`config.mk`:
```
export PLATFORM = sky130hd
export DESIGN_NAME = chess_timer_flat
export DESIGN_NICKNAME = d
export VERILOG_FILES = /design/src/rtl/chess_timer_pkg.sv /design/src/rtl/chess_timer_if.sv /design/src/rtl/bcd_mmss_dec.sv /design/src/rtl/chess_timer.sv /design/src/flat_wrapper.sv
export SDC_FILE = /design/constraint.sdc
export NUM_CORES = 1
export LEC_CHECK = 0
export BUFFER_PORTS_ARGS = -buffer_cell sky130_fd_sc_hd__buf_2
export CAP_MARGIN = 20
export CORE_MARGIN = 2
export CORE_UTILIZATION = 58
export CTS_CLUSTER_DIAMETER = 40
export DETAILED_ROUTE_END_ITERATION = 12
export GPL_TIMING_DRIVEN = 0
export PLACE_DENSITY_LB_ADDON = 0.05
export SLEW_MARGIN = 30
export SYNTH_ARGS = -nofsm -noshare
export SYNTH_HDL_FRONTEND = slang
export SYNTH_SLANG_ARGS = --single-unit
export TNS_END_PERCENT = 50
```
`constraint.sdc`:
```
create_clock -name vga_clk -period 4.6 [get_ports vga_clk]
set_input_delay 0.69 -clock vga_clk [delete_from_list [all_inputs] [get_ports vga_clk]]
set_output_delay 0.69 -clock vga_clk [all_outputs]
set_load 0.005 [all_outputs]
```
`src/rtl/chess_timer_pkg.sv`:
```
// Shared types and constants for the chess game clock.
package chess_timer_pkg;

    // BCD mm:ss word width
    localparam int MMSS_W = 16;

    localparam logic [MMSS_W-1:0] BCD_ZERO = 16'h0000;

    localparam logic SIDE_RED   = 1'b0;
    localparam logic SIDE_BLACK = 1'b1;

    // ST_PAUSE is only reachable when the pause feature is built in
    typedef enum logic [1:0] {
        ST_IDLE  = 2'd0,
        ST_RUN   = 2'd1,
        ST_OVER  = 2'd2,
        ST_PAUSE = 2'd3
    } state_t;

endpackage

```
`src/rtl/chess_timer_if.sv`:
```
// Control-event and display-word bundle between game control, the
// chess timer and the display engine. CHESS_TIMER_PAUSE_EN adds pause.
interface chess_timer_if;
    import chess_timer_pkg::*;

    logic              start;
    logic              move_done;
    logic              game_over;
`ifdef CHESS_TIMER_PAUSE_EN
    logic              pause;
`endif
    logic [MMSS_W-1:0] rr_timer;
    logic [MMSS_W-1:0] rt_timer;
    logic [MMSS_W-1:0] br_timer;
    logic [MMSS_W-1:0] bt_timer;
    logic              turn;
    logic [1:0]        timeout;
    logic              running;

`ifdef CHESS_TIMER_PAUSE_EN
    modport master (
        output start, move_done, game_over, pause,
        input  rr_timer, rt_timer, br_timer, bt_timer, turn, timeout, running
    );
    modport slave (
        input  start, move_done, game_over, pause,
        output rr_timer, rt_timer, br_timer, bt_timer, turn, timeout, running
    );
`else
    modport master (
        output start, move_done, game_over,
        input  rr_timer, rt_timer, br_timer, bt_timer, turn, timeout, running
    );
    modport slave (
        input  start, move_done, game_over,
        output rr_timer, rt_timer, br_timer, bt_timer, turn, timeout, running
    );
`endif

endinterface

```
`src/rtl/bcd_mmss_dec.sv`:
```
// One-second decrement of a BCD mm:ss word with digit borrows.
// 00:00 saturates; is_zero flags a zero result.
module bcd_mmss_dec
    import chess_timer_pkg::*;
(
    input  logic [MMSS_W-1:0] value,
    output logic [MMSS_W-1:0] dec,
    output logic              is_zero
);

    logic [3:0] m10, m1, s10, s1;

    // Borrow chain: seconds ones -> seconds tens (base 6) -> minutes
    always_comb begin
        m10 = value[15:12];
        m1  = value[11:8];
        s10 = value[7:4];
        s1  = value[3:0];
        if (value != BCD_ZERO) begin
            if (s1 != 4'd0) begin
                s1 = s1 - 4'd1;
            end else begin
                s1 = 4'd9;
                if (s10 != 4'd0) begin
                    s10 = s10 - 4'd1;
                end else begin
                    s10 = 4'd5;
                    if (m1 != 4'd0) begin
                        m1 = m1 - 4'd1;
                    end else begin
                        m1  = 4'd9;
                        m10 = m10 - 4'd1;
                    end
                end
            end
        end
        dec     = {m10, m1, s10, s1};
        is_zero = ({m10, m1, s10, s1} == BCD_ZERO);
    end

endmodule

```
`src/rtl/chess_timer.sv`:
```
// Per-side chess game clock: round and total BCD mm:ss timers per side,
// counting down only for the side to move.
// Optional feature macro: CHESS_TIMER_PAUSE_EN (pause/resume state).
module chess_timer
    import chess_timer_pkg::*;
#(
    parameter int                CLK_HZ      = 25_000_000,
    parameter logic [MMSS_W-1:0] ROUND_LIMIT = 16'h0100,
    parameter logic [MMSS_W-1:0] TOTAL_LIMIT = 16'h1000
) (
    input  logic          vga_clk,
    input  logic          rst_n,
    chess_timer_if.slave  bus
);

    localparam int            PW        = (CLK_HZ > 1) ? $clog2(CLK_HZ) : 1;
    localparam logic [PW-1:0] PRESC_MAX = PW'(CLK_HZ - 1);

    state_t            state, state_n;
    logic [PW-1:0]     presc, presc_n;
    logic [MMSS_W-1:0] rr, rt, br, bt;
    logic [MMSS_W-1:0] rr_n, rt_n, br_n, bt_n;
    logic              turn, turn_n;
    logic [1:0]        timeout, timeout_n;
    logic              pause_req;

    logic [MMSS_W-1:0] round_dec, total_dec;
    logic              round_zero, total_zero;

`ifdef CHESS_TIMER_PAUSE_EN
    assign pause_req = bus.pause;
`else
    assign pause_req = 1'b0;
`endif

    // Only the side to move is ever decremented
    bcd_mmss_dec u_round_dec (
        .value   (turn ? br : rr),
        .dec     (round_dec),
        .is_zero (round_zero)
    );

    bcd_mmss_dec u_total_dec (
        .value   (turn ? bt : rt),
        .dec     (total_dec),
        .is_zero (total_zero)
    );

    // State and datapath registers
    always_ff @(posedge vga_clk or negedge rst_n) begin
        if (!rst_n) begin
            state   <= ST_IDLE;
            presc   <= '0;
            rr      <= ROUND_LIMIT;
            rt      <= TOTAL_LIMIT;
            br      <= ROUND_LIMIT;
            bt      <= TOTAL_LIMIT;
            turn    <= SIDE_RED;
            timeout <= 2'b00;
        end else begin
            state   <= state_n;
            presc   <= presc_n;
            rr      <= rr_n;
            rt      <= rt_n;
            br      <= br_n;
            bt      <= bt_n;
            turn    <= turn_n;
            timeout <= timeout_n;
        end
    end

    // Next state: game_over > move_done > pause > tick; move_done swallows a tick
    always_comb begin
        state_n   = state;
        presc_n   = presc;
        rr_n      = rr;
        rt_n      = rt;
        br_n      = br;
        bt_n      = bt;
        turn_n    = turn;
        timeout_n = timeout;
        case (state)
            ST_IDLE, ST_OVER: begin
                if (bus.start) begin
                    rr_n      = ROUND_LIMIT;
                    br_n      = ROUND_LIMIT;
                    rt_n      = TOTAL_LIMIT;
                    bt_n      = TOTAL_LIMIT;
                    timeout_n = 2'b00;
                    turn_n    = SIDE_RED;
                    presc_n   = '0;
                    state_n   = ST_RUN;
                end
            end
            ST_RUN: begin
                if (bus.game_over) begin
                    state_n = ST_OVER;
                end else if (bus.move_done) begin
                    turn_n  = ~turn;
                    rr_n    = ROUND_LIMIT;
                    br_n    = ROUND_LIMIT;
                    presc_n = '0;
                end else if (pause_req) begin
                    state_n = ST_PAUSE;
                end else if (presc == PRESC_MAX) begin
                    presc_n = '0;
                    if (turn == SIDE_BLACK) begin
                        br_n = round_dec;
                        bt_n = total_dec;
                    end else begin
                        rr_n = round_dec;
                        rt_n = total_dec;
                    end
                    if (round_zero || total_zero) begin
                        timeout_n[turn] = 1'b1;
                        state_n         = ST_OVER;
                    end
                end else begin
                    presc_n = presc + PW'(1);
                end
            end
`ifdef CHESS_TIMER_PAUSE_EN
            ST_PAUSE: begin
                if (bus.game_over) begin
                    state_n = ST_OVER;
                end else if (pause_req) begin
                    state_n = ST_RUN;
                end
            end
`endif
            default: state_n = ST_IDLE;
        endcase
    end

    assign bus.rr_timer = rr;
    assign bus.rt_timer = rt;
    assign bus.br_timer = br;
    assign bus.bt_timer = bt;
    assign bus.turn     = turn;
    assign bus.timeout  = timeout;
    assign bus.running  = (state == ST_RUN);

endmodule

```
`src/flat_wrapper.sv`:
```
// flat-port wrapper written by rule: the top's interface ports become plain ports
module chess_timer_flat import chess_timer_pkg::*;
#(
    parameter int                CLK_HZ      = 25_000_000,
    parameter logic [MMSS_W-1:0] ROUND_LIMIT = 16'h0100,
    parameter logic [MMSS_W-1:0] TOTAL_LIMIT = 16'h1000
)
  (vga_clk, rst_n, bus_start, bus_move_done, bus_game_over, bus_rr_timer, bus_rt_timer, bus_br_timer, bus_bt_timer, bus_turn, bus_timeout, bus_running);
  chess_timer_if bus_i ();
  input  logic vga_clk;
  input  logic rst_n;
  input wire logic [$bits(bus_i.start)-1:0] bus_start;
  input wire logic [$bits(bus_i.move_done)-1:0] bus_move_done;
  input wire logic [$bits(bus_i.game_over)-1:0] bus_game_over;
  output wire logic [$bits(bus_i.rr_timer)-1:0] bus_rr_timer;
  output wire logic [$bits(bus_i.rt_timer)-1:0] bus_rt_timer;
  output wire logic [$bits(bus_i.br_timer)-1:0] bus_br_timer;
  output wire logic [$bits(bus_i.bt_timer)-1:0] bus_bt_timer;
  output wire logic [$bits(bus_i.turn)-1:0] bus_turn;
  output wire logic [$bits(bus_i.timeout)-1:0] bus_timeout;
  output wire logic [$bits(bus_i.running)-1:0] bus_running;
  assign bus_i.start = bus_start;
  assign bus_i.move_done = bus_move_done;
  assign bus_i.game_over = bus_game_over;
  assign bus_rr_timer = bus_i.rr_timer;
  assign bus_rt_timer = bus_i.rt_timer;
  assign bus_br_timer = bus_i.br_timer;
  assign bus_bt_timer = bus_i.bt_timer;
  assign bus_turn = bus_i.turn;
  assign bus_timeout = bus_i.timeout;
  assign bus_running = bus_i.running;
  chess_timer #(.CLK_HZ(CLK_HZ), .ROUND_LIMIT(ROUND_LIMIT), .TOTAL_LIMIT(TOTAL_LIMIT)) u_core (.vga_clk(vga_clk), .rst_n(rst_n), .bus(bus_i));
endmodule
```
==> results of run 1 <==
[cells in the final DEF, fill, tap and decap left out, types with 3 or more instances in the layout]
cell type and count:
nand2_1 108, dfrtp_1 90, buf_2 72, nor2_1 54
o21ai_0 43, mux2_2 24, mux2i_1 22, xor2_1 17
clkbuf_1 16, nor3_1 16, a21oi_1 16, o31ai_1 16
nand3_1 15, clkbuf_8 10, xnor2_1 9, nor3b_1 8
nand4_1 8, nand2b_1 7, ha_1 7, buf_6 6
inv_1 6, or3_1 5, a21o_1 4, o21a_1 4
and3_1 4, a22o_1 4, a31oi_1 4, dfstp_2 4
nor4b_2 3, o21ai_2 3, a22oi_1 3, or2_2 3
o21ai_1 3, nor4_1 3, nor2b_1 3
[cells by family (layout without fill, tap and decap cells)]
| group | after synthesis | count (layout) |
|---|---|---|
| and+or+nand+nor | 257 | 257 |
| AOI/OAI and AO/OA | 127 | 127 |
| DFF | 94 | 94 |
| muxes | 49 | 49 |
| buffers and inverters | 30 | 119 |
| xor gates and xnor gates | 26 | 26 |
| adders and majority gates | 7 | 7 |
[flip-flops by register name, indices dropped and copies added, names as in the netlist]
| name | cells |
|---|---|
| u_core.bus.br_timer | 16 |
| u_core.bus.bt_timer | 16 |
| u_core.bus.rr_timer | 16 |
| u_core.bus.rt_timer | 16 |
| u_core.bus.timeout | 2 |
| u_core.bus.turn | 1 |
| u_core.presc | 25 |
| u_core.state | 2 |
[metal layers]
layer | up-vias | wire (µm) | part of all wire, % | track usage, %
li1 | 2293 | - | - | -
met1 | 2391 | 6480 | 45 | 41.8
met2 | 189 | 6780 | 47 | 45.9
met3 | 26 | 907 | 6.3 | 4.10
met4 | 0 | 247 | 1.7 | 9.54
met5 | - | 0 | 0 | 0
[path summary, 6_finish.rpt]
check                                                     from                             endpoint  slack, ns  depth (start not counted)
setup / recovery                   u_core.bus.turn$_DFFE_PN0P_    u_core.bus.timeout[1]$_DFFE_PN0P_       0.33                         15
hold / removal                                           rst_n   u_core.bus.br_timer[4]$_DFFE_PN0P_       0.20                          1
setup reg to reg                   u_core.bus.turn$_DFFE_PN0P_    u_core.bus.timeout[1]$_DFFE_PN0P_       0.33                         15
hold reg to reg            u_core.bus.br_timer[12]$_DFFE_PN0P_  u_core.bus.br_timer[12]$_DFFE_PN0P_       0.51                          2
max in group asynchronous                                rst_n   u_core.bus.rr_timer[8]$_DFFE_PN1P_       3.75                          2
min in group vga_clk       u_core.bus.br_timer[12]$_DFFE_PN0P_  u_core.bus.br_timer[12]$_DFFE_PN0P_       0.51                          2
[stage by stage]
step	instances	power (W)	utilization (%)	setup TNS, ns	worst slack [ns]
finish	808	0.00380	68.2	0	0.333
global route	808	0.00406	68.2	0	0.127
CTS	809	0.00376	68.1	0	0.0839
detailed placement	792	0.00315	65.8	-0.178	-0.0790
global placement	791	0.00310	65.5	0	0.0302
floorplan	590	0.00258	-	0	0.776
[critical path, delay by kind of cell (launching register included)]
kind	cells	cell delay (ns)
adders and majority gates	1	0.24
DFF	1	0.40
AOI/OAI and AO/OA	6	1.48
and+or+nand+nor	1	0.28
buffers and inverters	5	1.10
muxes	2	0.68
[what timing repair did]
item | 4_1_cts | 5_1_grt
gates resized for setup | 1 | 1
hold buffers | 0 | 0
buffers inserted | 1 | 0
pin swaps | 1 | 0
endpoints found under the setup margin | 4 | 4
[cell type report]
| type | instances | area share, % |
|---|---|---|
| timing repair buffer | 74 | 6.35 |
| inverter | 7 | 0.415 |
| tap | 129 | 2.55 |
| clock buffer | 11 | 2.23 |
| multi-input combinational | 466 | 48.3 |
| buffer | 22 | 1.98 |
| clock inverter | 5 | 0.929 |
| sequential | 94 | 37.3 |
[power by group through the flow]
stage | sequential, W | clock, W | combinational (W)
2_1_floorplan | 0.00110 | 0 | 0.00149
3_3_place_gp | 0.00111 | 0 | 0.00199
3_5_place_dp | 0.00112 | 0 | 0.00204
4_1_cts | 0.00110 | 0.000576 | 0.00209
5_1_grt | 0.00113 | 0.000611 | 0.00232
6_report | 0.00111 | 0.000564 | 0.00213
==> run_results.csv, run 1 <==
group,metric,value,unit
power,netSwitchingPower,0.00173,W
sta,slew_viol_final,0,
place,postPlaceCellArea,6110,µm²
worst_setup_path,slowest_stage,"dfrtp_1",
synth,synthesis.area,5560,µm²
worst_setup_path,crit_chain,"buf_6 > buf_4 > buf_6 > buf_6 > buf_6 > mux2i_1 > ha_1 > nor4b_4 > o22ai_2 > a2111oi_4 > mux2_1 > a2111oi_2 > o211ai_2 > o41ai_4 > a32o_1",
synth,ys_seq_elements,94,
worst_setup_path,slowest_delay,0.40,ns
synth,synth.distinct_cells,74,
power,combPwrFrac,56.0,%
die,core_area,9280,µm²
place,hpwl,10.5,mm
grt,grt_max_degree,61,
power,intPower,0.00207,W
sta,slew_headroom,40.5,%
synth,synth_top_family_by_area,"simple AND/OR/NAND/NOR gates",
synth,synthXorXnorAreaFrac,4.10,%
worst_setup_path,crit_fanout,19,
synth,synth.area.mux_share,9.68,%
sta,holdWs,0.198,ns
place,port_buffers,72,
sta,rsz0062_at_grt,"no",
sta,fin_crit,4.27,ns
worst_setup_path,cp_data_arrival_time,4.56,ns
die,num_rows,35,
layout,multi_input_area,3060,µm²
sta,fmax,234,MHz
worst_setup_path,critPathCaptureType,"register",
power,sw_frac_of_total,45.6,%
power,clockPowerShare,14.8,%
route,wl_per_cell,17.8,µm
die,start_util,59.8,%
layout,seq_area,2360,µm²
sta,hold_viol,0,
route,ant_nets,0,
run,maxCapViolCount,0,
synth,synth-adder-area-share,1.58,%
layout,drive_gt1_share,23.3,%
route,drt-vias-per-instance,6.06,
cts,clk_pin_slew_worst_paths,0.10,ns
synth,synth_cells,590,
cts,cts_tree,"built",
route,remaining_drc_errors,0,
route,wirelength,14.4,mm
grt,grt_pass1_wl,23.8,mm
synth,synth_flop_cell,"dfrtp_1",
grt,antenna_found_initial,0,
worst_setup_path,worst_ep_required_time,4.90,ns
synth,synth_nets,602,
sta,finalSetupViolations,0,
die,die_h,102,µm
cts,cts_root_buf,"clkbuf_8",
cts,clock_latency,0.37,ns
worst_hold_path,hp-class,"in -> async",
grt,track_usage,29.1,%
synth,yosys.area.top_type,"dfrtp_1",
synth,yosysMostFrequentCell,"nand2_1",
worst_setup_path,worstSetupPathType,"reg -> reg",
synth,synth_seq_area_share,42.4,%
grt,grt_pass1_vias,4767,
synth,synth_top_area_share,40.5,%
layout,diodes,0,
cts,clockBufferDepth,2,
sta,min_period_over_period,92.8,%
synth,avgSynthCellArea,9.42,µm²
die,die-area,10400,µm²
synth,netlist_top_cells_count,"nand2_1, dfrtp_1, nor2_1, o21ai_0, mux2_2",
worst_setup_path,cp_common_cell,"buf_6",
layout,fin_nets,686,
grt,grt_overflow,0,
status,status,"finished, final reports clean",
cts,cts_buffers,9,
cts,htree_levels,3,
route,vias,4899,
synth,ys_warn_count,0,
power,leakagePower,2.89,nW
worst_setup_path,start_kind,"register",
die,pin_count,73,
place,routabilityCongestion,0.950,
power,vdd_ir_drop_max,0.000397,V
route,drtPass1Iterations,5,
layout,fin_area,6330,µm²
cts,cts.sinks,94,
power,cellPowerDensity,600,nW/µm²
sta,finClkSkew,0.0125,ns
power,p_seq_share,29.1,%
layout,syn_to_final_growth,13.9,%
synth,synth-simple-area-share,23.3,%
synth,ys_async_sr_fraction,100,%
synth,synthTopCellsByArea,"dfrtp_1, nand2_1, mux2_2",
die,die_w,102,µm
synth,synth_compound_area_share,16.1,%
layout,nFillCells,777,
route,drt_iter0_drc,327,
synth,synth-edff-count,0,
sta,worst_pin_slew,0.892,ns
Note: power is estimated with default switching activity, not from simulation.
==> run 2: changes to the inputs <==
- SETUP_SLACK_MARGIN: unset -> 0.4
- SYNTH_HIERARCHICAL: unset -> 1
==> run_results.csv, run 2 <==
group,metric,value,unit
cts,cts_tree,"built",
synth,ys_warn_count,6,
sta,finalSetupTns,0,ns
layout,syn_to_final_growth,13.8,%
grt,grt_pass1_wl,20.9,mm
run,maxCapViolCount,0,
route,vias,4475,
die,num_rows,34,
route,wirelength,12.8,mm
grt,track_usage,26.6,%
sta,hold_viol,0,
die,die_h,99.5,µm
layout,final_cell_mix,"dfrtp_1, buf_2, nand2_1, nor2_1, a32o_1",
worst_setup_path,critPathCaptureType,"register",
die,core_area,8760,µm²
layout,top_register,"u_core/presc",
synth,synth_seq_area_share,44.6,%
worst_setup_path,worstSetupPathType,"reg -> reg",
worst_setup_path,cp_data_arrival_time,4.31,ns
synth,synth_top_area_share,42.6,%
synth,synth_nets,536,
synth,synth-edff-count,0,
die,die_w,99.5,µm
grt,grt_overflow,0,
synth,yosys.area.top_type,"dfrtp_1",
sta,fmax,249,MHz
route,ant_nets,0,
place,dp_cells,707,
route,drt_iter0_drc,290,
sta,finalSetupViolations,0,
sta,slew_headroom,50.5,%
die,start_util,60.4,%
synth,synthesis.area,5290,µm²
worst_setup_path,worst_ep_required_time,4.89,ns
sta,finClkSkew,0.00900,ns
power,vdd_ir_drop_max,0.000150,V
place,hpwl,9.19,mm
power,leakagePower,2.86,nW
layout,seq_area,2360,µm²
sta,worst_pin_slew,0.735,ns
grt,grt_pass1_vias,4171,
synth,ys_async_sr_fraction,100,%
synth,synth_cells,526,
worst_setup_path,crit_fanout,10,
sta,slew_viol_final,0,
die,pin_count,73,
layout,nFillCells,724,
layout,multi_input_area,2690,µm²
layout,layout_commonest_cell,"dfrtp_1",
route,wl_per_cell,17.7,µm
cts,cts_root_buf,"clkbuf_8",
worst_setup_path,reg2reg_setup_slack,0.58,ns
cts,cts_buffers,9,
layout,largest_reg_flops,25,
worst_hold_path,hp-class,"in -> async",
grt,grt_max_degree,49,
layout,fin_nets,620,
layout,drive_gt1_share,26.2,%
synth,avgSynthCellArea,10.1,µm²
synth,yosysMostFrequentCell,"dfrtp_1",
status,status,"finished, final reports clean",
place,port_buffers,72,
grt,antenna_found_initial,0,
cts,clock_latency,0.36,ns
power,cellPowerDensity,309,nW/µm²
synth,ys_seq_elements,94,
place,routabilityCongestion,0.866,
synth,synthTopCellsByArea,"dfrtp_1, a32o_1, mux2_2",
cts,cts.repair.resized,3,
layout,stdcell_count,723,
sta,rsz0062_at_grt,"no",
synth,netlist_top_cells_count,"dfrtp_1, nand2_1, nor2_1, a32o_1, mux2_2",
worst_setup_path,start_kind,"register",
layout,diodes,0,
die,die-area,9900,µm²
synth,synth.distinct_cells,57,
cts,cts.sinks,94,
cts,clk_pin_slew_worst_paths,0.09,ns
route,remaining_drc_errors,0,
cts,clockBufferDepth,2,
sta,min_period_over_period,87.3,%
cts,ctsHoldBuffers,0,
sta,fin_crit,4.02,ns
cts,cts_setup_buffers,0,
route,drtPass1Iterations,5,
cts,htree_levels,3,
synth,synth_flop_cell,"dfrtp_1",
route,drt-vias-per-instance,6.19,
==> run 2: cell type report <==
class | instances | share of cell area, %
plain buffers | 26 | 2.37
clock buffers | 13 | 2.47
clock inverters | 3 | 0.728
inverters | 27 | 1.68
multi-input cells | 379 | 44.8
flip-flops and latches | 94 | 39.2
well taps | 108 | 2.25
repair buffers | 73 | 6.55
==> run 2: metal layers <==
layer	up-vias	track usage [%]	routed length (µm)
met2	144	41.5	6130
met1	2187	38.6	5710
met4	0	8.32	147
li1	2129	-	-
met3	15	4.15	839
met5	-	0	0
==> run 2: final timing paths <==
kind,from,to,cells after the start
setup / recovery,u_core/bus.turn$_DFFE_PN0P_,u_core/bus.timeout[0]$_DFFE_PN0P_,12
hold / removal,rst_n,u_core/bus.bt_timer[10]$_DFFE_PN0P_,1
setup reg to reg,u_core/bus.turn$_DFFE_PN0P_,u_core/bus.timeout[0]$_DFFE_PN0P_,12
hold reg to reg,u_core/bus.rr_timer[6]$_DFFE_PN0P_,u_core/bus.rr_timer[6]$_DFFE_PN0P_,1
max in group asynchronous,rst_n,u_core/bus.br_timer[8]$_DFFE_PN1P_,2
min in group vga_clk,u_core/bus.rr_timer[6]$_DFFE_PN0P_,u_core/bus.rr_timer[6]$_DFFE_PN0P_,1
==> run 2: cell families after synthesis <==
logic type	synth area share, %
and+or+nand+nor	20.0
AOI/OAI and AO/OA	17.4
DFF	44.6
buffers and inverters	4.52
muxes	7.62
xor gates and xnor gates	4.30
adders and majority gates	1.61
==> run 2: worst max-delay path, stage by stage (launching register included) <==
cell and delay [ns]:
dfrtp_2 0.49, clkbuf_2 0.32, buf_2 0.35, mux2_2 0.42, or4_4 0.54, buf_6 0.16
o31a_1 0.29, or3_1 0.40, nor3_2 0.11, nor2_1 0.11, nor4_1 0.39, and3_1 0.26
o21a_1 0.12
==> run 2: power by group <==
group	switching, W	internal, W	leakage, nW
sequential	0.0000141	0.000836	1.29
clock	0.000277	0.000267	0.0976
combinational	0.000322	0.000140	1.47
total	0.000614	0.00124	2.86
==> run 2: through the flow <==
stage	util [%]	hold slack, ns	instance area [µm²]	power [W]	setup WS, ns
6_report	68.7	0.254	6020	0.00186	0.585
5_1_grt	68.7	0.276	6020	0.00195	0.462
4_1_cts	68.6	0.263	6020	0.00187	0.517
3_5_place_dp	66.4	0.494	5820	0.00132	0.103
3_3_place_gp	66.0	0.478	5790	0.00131	0.165
2_1_floorplan	-	0.394	5290	0.00118	0.866
==> run 3: changes to the inputs <==
- CORE_MARGIN: 2 -> 1.5
- CORE_UTILIZATION: 58 -> 62
- PLACE_DENSITY: unset -> 0.85
- PLACE_DENSITY_LB_ADDON: 0.05 -> unset
- clock period: 4.6 -> 5 ns (I/O delays scaled with it)
==> run_results.csv, run 3 (synthesized netlist as in run 2, its figures left out) <==
group,metric,value,unit
status,status,"finished, final reports clean",
cts,cts_root_buf,"clkbuf_8",
die,pin_count,73,
sta,worst_pin_slew,0.746,ns
worst_setup_path,r2r-end,"u_core/bus.timeout[0]$_DFFE_PN0P_",
worst_setup_path,cp-startpoint,"u_core/bus.turn$_DFFE_PN0P_",
grt,track_usage,30.6,%
power,vdd_ir_drop_max,0.000176,V
run,maxCapViolCount,0,
die,start_util,64.1,%
power,p_seq_share,45.0,%
grt,grt_overflow,0,
route,drt-vias-per-instance,6.43,
grt,grt_pass1_wl,21.3,mm
route,drt-met1-wl,5.69,mm
sta,rsz0062_at_grt,"no",
cts,cts_buffers,9,
power,sw_frac_of_total,32.8,%
route,wl_met3,861,µm
worst_setup_path,reg2reg_setup_slack,0.77,ns
grt,grt_max_degree,50,
sta,finClkSkew,0.00996,ns
worst_setup_path,worstSetupPathType,"reg -> reg",
route,remaining_drc_errors,0,
layout,final_cell_mix,"dfrtp_1, buf_2, nand2_1, nor2_1, a32o_1",
layout,nFillCells,638,
power,netSwitchingPower,0.000568,W
layout,largest_reg_flops,25,
sta,finalSetupTns,0,ns
worst_setup_path,worst_ep_required_time,5.30,ns
power,combPwrFrac,24.7,%
die,core_area,8260,µm²
cts,ctsHoldBuffers,0,
worst_setup_path,r2r_start,"u_core/bus.turn$_DFFE_PN0P_",
die,num_rows,33,
sta,finalWorstSetupSlack,0.770,ns
place,port_buffers,72,
power,clockPowerShare,30.3,%
sta,fmax,236,MHz
worst_setup_path,cp_data_arrival_time,4.53,ns
cts,clk_pin_slew_worst_paths,0.09,ns
cts,clockBufferDepth,2,
place,routabilityCongestion,0.902,
worst_setup_path,r2r_cells,12,
worst_hold_path,hp-class,"in -> async",
layout,multi_input_area,2690,µm²
layout,fin_nets,620,
route,vias,4621,
sta,slew_headroom,49.7,%
place,hpwl,9.43,mm
cts,cts.sinks,94,
die,die_h,95.4,µm
sta,slew_viol_final,0,
route,met2WireLength,6.57,mm
layout,seq_area,2360,µm²
layout,syn_to_final_growth,13.9,%
worst_setup_path,crit_fanout,10,
layout,layout_commonest_cell,"dfrtp_1",
worst_setup_path,critPathCaptureType,"register",
route,drtPass1Iterations,4,
worst_setup_path,start_kind,"register",
cts,htree_levels,3,
die,die_w,95.4,µm
grt,grt_pass1_vias,4364,
sta,fin_crit,4.23,ns
route,highest_layer,"met4",
route,wirelength,13.3,mm
sta,finalSetupViolations,0,
power,cellPowerDensity,288,nW/µm²
layout,diodes,0,
route,wl_per_cell,18.5,µm
place,post-place-ws,0.612,ns
layout,drive_gt1_share,26.1,%
sta,hold_viol,0,
power,leakagePower,2.86,nW
power,intPower,0.00117,W
grt,antenna_found_initial,0,
cts,clock_latency,0.36,ns
die,die-area,9100,µm²
layout,top_register,"u_core/presc",
cts,cts_tree,"built",
route,ant_nets,0,
route,drt_iter0_drc,337,
sta,min_period_over_period,84.6,%
-- run 3: cell count changes in the layout (fill, tap and decap cells not counted), sizes merged --
cell	before	now
clkinvlp	0	1
clkinv	3	2
buf	84	83
-- run 3: area by class of cell --
type	count	area share (%)
buffer	26	2.33
clock buffer	12	2.74
tap	105	2.18
inverter	27	1.68
clock inverter	3	0.706
sequential	94	39.1
multi-input combinational	379	44.7
timing repair buffer	73	6.54
-- run 3: power by group through the flow --
stage / combinational [W] / sequential, W / clock, W
after global routing: 0.000468 / 0.000782 / 0.000570
after floorplan: 0.000292 / 0.000794 / 0
after CTS: 0.000418 / 0.000780 / 0.000538
after detailed placement: 0.000417 / 0.000795 / 0
final: 0.000429 / 0.000780 / 0.000525
after global placement: 0.000404 / 0.000795 / 0
-- run 3: per-layer routing --
layer	track usage (%)	vias up
li1	-	2124
met1	40.3	2291
met2	50.2	178
met3	6.70	28
met4	10.0	0
met5	0	-
-- run 3: how the worst max path moves through the flow --
stage	depth (start not counted)	slack (ns)	end
floorplan	12	1.27	u_core/bus.timeout[0]$_DFFE_PN0P_
global placement	12	0.68	u_core/bus.timeout[0]$_DFFE_PN0P_
detailed placement	12	0.61	u_core/bus.timeout[0]$_DFFE_PN0P_
CTS	12	0.59	u_core/bus.timeout[0]$_DFFE_PN0P_
global route	13	0.46	u_core/bus.timeout[0]$_DFFE_PN0P_
finish	12	0.77	u_core/bus.timeout[0]$_DFFE_PN0P_
-- run 3: what timing repair did --
item,in CTS,in global routing
setup buffers,0,0
resized for setup,0,4
setup endpoints to repair,0,2
endpoints found under the hold margin,0,0
-- run 3: critical path, cell delays in order, from the launching register on --
cell and delay [ns]:
dfrtp_1 0.53, clkbuf_1 0.50, clkbuf_2 0.42, mux2_2 0.43, or4_4 0.54, buf_6 0.16, o31a_1 0.29, or3_1 0.40
nor3_2 0.14, nor2_1 0.12, nor4_1 0.32, and3_1 0.22, o21a_1 0.10
-- run 3: through the flow --
step / instance area (µm²) / power (W) / hold WS [ns] / cells / utilization, %
finish: 6030 / 0.00173 / 0.296 / 719 / 73.0
global route: 6030 / 0.00182 / 0.323 / 719 / 73.0
CTS: 6020 / 0.00174 / 0.297 / 719 / 72.9
detailed placement: 5820 / 0.00121 / 0.497 / 704 / 70.4
global placement: 5780 / 0.00120 / 0.491 / 703 / 70.0
floorplan: 5290 / 0.00109 / 0.454 / 526 / -
